## src/rtl/lc3_mmio_device.sv

```systemverilog
// LC-3 memory-mapped I/O device: keyboard (KBSR/KBDR) and display (DSR/DDR).
//
// Ports:
//   clk, rst            - clock and synchronous active-low reset
//   mmio_addr/wdata     - CPU address (MAR) and write data (MDR)
//   mmio_load/mmio_rd   - single-cycle store / load strobes
//   mmio_rdata          - combinational read data for mmio_addr
//   kb_valid/data/ready - keyboard byte source handshake (into a 4-deep FIFO)
//   disp_valid/data/ready - display byte sink handshake
//   IRQ/INTP/INTV       - level interrupt request, priority and vector
module lc3_mmio_device (
    input  logic        clk,
    input  logic        rst,
    input  logic [15:0] mmio_addr,
    input  logic [15:0] mmio_wdata,
    input  logic        mmio_load,
    input  logic        mmio_rd,
    output logic [15:0] mmio_rdata,
    input  logic        kb_valid,
    input  logic [7:0]  kb_data,
    output logic        kb_ready,
    output logic        disp_valid,
    output logic [7:0]  disp_data,
    input  logic        disp_ready,
    output logic        IRQ,
    output logic [2:0]  INTP,
    output logic [7:0]  INTV
);

    localparam logic [15:0] KBSR_ADDR = 16'hFE00;
    localparam logic [15:0] KBDR_ADDR = 16'hFE02;
    localparam logic [15:0] DSR_ADDR  = 16'hFE04;
    localparam logic [15:0] DDR_ADDR  = 16'hFE06;

    logic [7:0] fifo [4];
    logic [1:0] rd_ptr;
    logic [1:0] wr_ptr;
    logic [2:0] count;
    logic       kbie;
    logic       dsie;
    logic       dsr_rdy;
    logic [7:0] hold;

    logic sel_kbsr, sel_kbdr, sel_dsr, sel_ddr;
    logic kb_nonempty;
    logic push, pop;
    logic kbsr_wr, dsr_wr, ddr_wr;
    logic disp_xfer;
    logic kb_irq, ds_irq;

    assign sel_kbsr = (mmio_addr == KBSR_ADDR);
    assign sel_kbdr = (mmio_addr == KBDR_ADDR);
    assign sel_dsr  = (mmio_addr == DSR_ADDR);
    assign sel_ddr  = (mmio_addr == DDR_ADDR);

    assign kb_nonempty = (count != 3'd0);
    assign kb_ready    = (count != 3'd4);
    assign push        = kb_valid & kb_ready;
    assign pop         = mmio_rd & sel_kbdr & kb_nonempty;

    assign kbsr_wr   = mmio_load & sel_kbsr;
    assign dsr_wr    = mmio_load & sel_dsr;
    // A DDR store is dropped while a byte is still waiting for the display.
    assign ddr_wr    = mmio_load & sel_ddr & dsr_rdy;
    assign disp_xfer = disp_valid & disp_ready;

    assign disp_data = hold;

    assign kb_irq = kb_nonempty & kbie;
    assign ds_irq = dsr_rdy & dsie;
    assign IRQ    = kb_irq | ds_irq;
    assign INTP   = IRQ ? 3'd4 : 3'd0;
    assign INTV   = kb_irq ? 8'h80 : (ds_irq ? 8'h81 : 8'h00);

    always_comb begin
        mmio_rdata = 16'h0000;
        if (sel_kbsr) begin
            mmio_rdata = {kb_nonempty, kbie, 14'b0};
        end else if (sel_kbdr) begin
            mmio_rdata = kb_nonempty ? {8'h00, fifo[rd_ptr]} : 16'h0000;
        end else if (sel_dsr) begin
            mmio_rdata = {dsr_rdy, dsie, 14'b0};
        end else if (sel_ddr) begin
            mmio_rdata = {8'h00, hold};
        end
    end

    // FIFO storage carries no reset; validity is tracked by the pointers and count.
    always_ff @(posedge clk) begin
        if (push) begin
            fifo[wr_ptr] <= kb_data;
        end
    end

    always_ff @(posedge clk) begin
        if (!rst) begin
            rd_ptr     <= 2'd0;
            wr_ptr     <= 2'd0;
            count      <= 3'd0;
            kbie       <= 1'b0;
            dsie       <= 1'b0;
            dsr_rdy    <= 1'b1;
            disp_valid <= 1'b0;
            hold       <= 8'h00;
        end else begin
            if (push) begin
                wr_ptr <= wr_ptr + 2'd1;
            end
            if (pop) begin
                rd_ptr <= rd_ptr + 2'd1;
            end
            case ({push, pop})
                2'b10:   count <= count + 3'd1;
                2'b01:   count <= count - 3'd1;
                default: count <= count;
            endcase

            if (kbsr_wr) begin
                kbie <= mmio_wdata[14];
            end
            if (dsr_wr) begin
                dsie <= mmio_wdata[14];
            end

            // ddr_wr needs dsr_rdy, which is low whenever disp_valid is high,
            // so a store and a display transfer never coincide.
            if (ddr_wr) begin
                hold       <= mmio_wdata[7:0];
                dsr_rdy    <= 1'b0;
                disp_valid <= 1'b1;
            end else if (disp_xfer) begin
                dsr_rdy    <= 1'b1;
                disp_valid <= 1'b0;
            end
        end
    end

endmodule

```

## config.mk

```make
export PLATFORM = sky130hd
export DESIGN_NAME = lc3_mmio_device
export DESIGN_NICKNAME = d
export VERILOG_FILES = /design/src/rtl/lc3_mmio_device.sv
export SDC_FILE = /design/constraint.sdc
export NUM_CORES = 1
export LEC_CHECK = 0
export ABC_CLOCK_PERIOD_IN_PS = 2000
export BUFFER_PORTS_ARGS = -buffer_cell sky130_fd_sc_hd__buf_4
export CORE_UTILIZATION = 47
export CTS_BUF_LIST = sky130_fd_sc_hd__clkbuf_8
export DETAILED_ROUTE_END_ITERATION = 12
export GPL_TIMING_DRIVEN = 0
export PLACE_DENSITY = 0.75
export SLEW_MARGIN = 20
export SYNTH_ARGS = -nofsm -noshare
export SYNTH_HDL_FRONTEND = slang
export SYNTH_SLANG_ARGS = --single-unit
```

## constraint.sdc

```tcl
create_clock -name clk -period 2 [get_ports clk]
set_input_delay 0.4 -clock clk [delete_from_list [all_inputs] [get_ports clk]]
set_output_delay 0.4 -clock clk [all_outputs]
set_load 0.03 [all_outputs]
```

==> metrics.md <==
| Metric | Value |
|---|---|
| Status | `complete, but fails checks` |
| Violated checks | `negative setup slack` |
| Most frequent cell after synthesis | `edfxtp_1` |
| Std-Cell Rows | `25` |
| Clk Latency, worst-skew pair | `0.31 ns` |
| Data required, critical path | `~1.6 ns` |
| Total number of vias | `1698` |
| Worst-case clock buffer depth | `2` |
| CTS hold repair buffers | `0` |
| Synth top area cells | `edfxtp_1, dfxtp_1, mux4_2, buf_4, mux2i_1` |
| Finished Cell Area | `around 3300 um^2` |
| Share of flip-flops with an asynchronous set or reset | `0%` |
| Synthesis-stage register bit count | `53` |
| Vias in the first global route | `1575` |
| Sequential share of the synthesized area | `between 50% and 60%` |
| Worst Hold End | `fifo[2][1]` |
| Cell count after synthesis | `between 150 and 200` |
| N_diodes | `0` |
| Synth area leader | `edfxtp_1` |
| Fin nets | `approximately 330` |
| FMAX | `~470 MHz` |
| Power Total | `~2.1 mW` |
| Arr. time, crit path | `1.73 ns` |
| Post-route setup slack | `-0.125 ns` |
| Initial antenna violation count | `0` |
| Synth Flop Type | `edfxtp_1` |
| Port Buf Inserts | `60` |
| Number of buffers created by CTS | `5` |
| Mean Syn Cell Area | `between 10 and 15 um^2` |
| Synth Warn # | `0` |
| H-tree depth | `2` |
| Ratio of cells with drive above 1 in the final layout | `48.2%` |
| DRC | `0` |
| Die H | `between 70 and 80 um` |
| Final Max Tran Viols | `0` |
| Layout Skew | `just over 0.007 ns` |
| Largest net degree at the start of global routing | `20` |
| Worst Reg-to-Reg Cells | `8` |
| HP Start | `kb_data[1]` |
| Hold Path Depth | `1` |
| RSZ-0062 raised after global routing | `yes` |
| P&R area growth vs syn | `35.4%` |
| Clk slew on worst S/H paths | `~0.10 ns` |
| Die X | `roughly 74 um` |
| Hold Crit Class | `in -> reg` |
| Max Cap Viol | `0` |
| Critical path type | `reg -> out` |
| CTS tree | `done` |
| Period utilisation layout | `106%` |
| Worst Path Max Fanout | `8` |
| Startpoint class of the critical path | `flop` |
| Flop-to-flop setup slack | `-0.06 ns` |
| Synth top area share | `between 30 and 40%` |
| Drt pass-1 iters | `4` |
| Placed Instances | `between 300 and 400` |
| Drt initial violations | `79` |
| Worst r2r src | `count[2]` |
| Power Density | `~640 nW/um^2` |
| Final Setup Violations | `9` |
| First-pass GRT wire length | `about 7.1 mm` |
| Crit path time final | `2.13 ns` |
| Fin util | `approximately two thirds` |
| Final wirelength | `4.69 mm` |
| Post-Syn Area | `2460 um^2` |
| Post-route antenna net violation count | `0` |
| Layout Cells excl Fill | `roughly 350` |
| VDD IR-drop max | `slightly below 600 uV` |
| Post-synth EDFFs | `32` |
| Clock tree sinks | `53` |
| GRT Overall Usage | `around 17%` |
| IO Count | `between 80 and 90` |
| GPL Wtd Cong | `between 0.7 and 0.8` |
| Starting Density | `between 50% and 60%` |
| Die area | `5520 um^2` |
| Yosys cell types | `40` |
| Final Hold Vio Count | `0` |
| P_leak | `between 1 and 1.5 nW` |
| Routed wire per std cell | `between 10 and 15 um` |
| CTS Root Cell | `clkbuf_8` |
| DP Area | `~3100 um^2` |
| Top cells by count, synth | `edfxtp_1, nand2_1, dfxtp_1` |
| Reg-to-Reg End | `count[2]` |
| DP HPWL | `~3.5 mm` |
| GRT overflow | `0` |
| Crit. End Element | `output port` |
| Core area | `4880 um^2` |
| Vias per inst | `4.92` |
==> report_power, final <==
group	total (mW)	switching [mW]	internal (mW)	leakage, nW
Clock	0.651	0.388	0.262	0.0506
Combinational	0.262	0.132	0.130	0.942
Sequential	1.21	0.0173	1.20	0.466
==> per-stage QoR <==
stage	setup slack (ns)	hold slack [ns]	setup TNS, ns
CTS	-0.140	0.277	-1.01
detailed placement	-0.342	0.478	-2.46
finish	-0.125	0.278	-0.977
global placement	-0.286	0.466	-2.29
global route	-0.175	0.273	-1.44
floorplan	-0.00928	0.448	-0.00928
==> worst max-delay path: stages, from the launching register on <==
cell	delay, ns
dfxtp_2	0.35
buf_8	0.14
mux4_2	0.52
a32o_2	0.27
buf_6	0.14
==> layer usage <==
metal  global-route usage, %  part of all wire, %  vias up
met2                    28.8                   48       62
met5                       0                    0        -
li1                        -                    -      845
met3                    3.25                  6.4        2
met4                    6.08                 0.28        0
met1                    23.3                   45      789
==> sequential cells by signal, indices dropped and copies added (netlist names), named ones only <==
name and cells:
dsr_rdy 1, count 3, disp_valid 1, dsie 1, disp_data 8, wr_ptr 2, fifo 32, rd_ptr 2
kbie 1
==> cell type report <==
type,count,area (um^2)
clock inverters,3,28.8
flip-flops and latches,53,1390
multi-input cells,120,1000
inverters,5,18.8
repair buffers,70,559
fillers,379,1550
plain buffers,22,173
well taps,67,83.8
clock buffers,5,68.8
==> worst max path at each step <==
| stage | startpoint | endpoint | cells past startpoint |
|---|---|---|---|
| 3_3_place_gp | mmio_addr[3] | count[2] | 9 |
| 4_1_cts | flop | mmio_rdata[0] | 4 |
| 6_report | flop | mmio_rdata[1] | 4 |
| 2_1_floorplan | mmio_addr[2] | count[2] | 9 |
| 3_5_place_dp | mmio_addr[3] | count[2] | 9 |
| 5_1_grt | flop | mmio_rdata[3] | 4 |
==> cells in the final DEF, fill, tap and decap left out, types with 8 or more instances in the layout <==
master | netlist | routed
a32o_2 | 0 | 8
buf_4 | 17 | 78
buf_6 | 2 | 11
conb_1 | 1 | 14
dfxtp_1 | 21 | 17
edfxtp_1 | 32 | 32
mux2i_1 | 11 | 11
mux4_2 | 8 | 8
nand2_1 | 25 | 24
==> repair_timing <==
action / in CTS / in global routing
setup endpoints to repair: 10 / 10
resized for setup: 24 / 8
pin swaps: 14 / 11
buffers inserted: 6 / 4
endpoints found under the hold margin: 0 / 0
==> cells by family (layout without fill, tap and decap cells) <==
| logic type | count (synthesis) | count (layout) | share of synthesized area (%) |
|---|---|---|---|
| compound gates | 22 | 22 | 6.72 |
| mux | 19 | 19 | 11.8 |
| buf+inv | 30 | 105 | 7.84 |
| simple gates | 56 | 56 | 12.8 |
| other cells | 1 | 14 | 0.153 |
| xor+xnor | 3 | 3 | 1.07 |
| fa+ha+maj | 6 | 6 | 3.36 |
| flops | 53 | 53 | 56.2 |
Power figures use the tool's default switching activity.
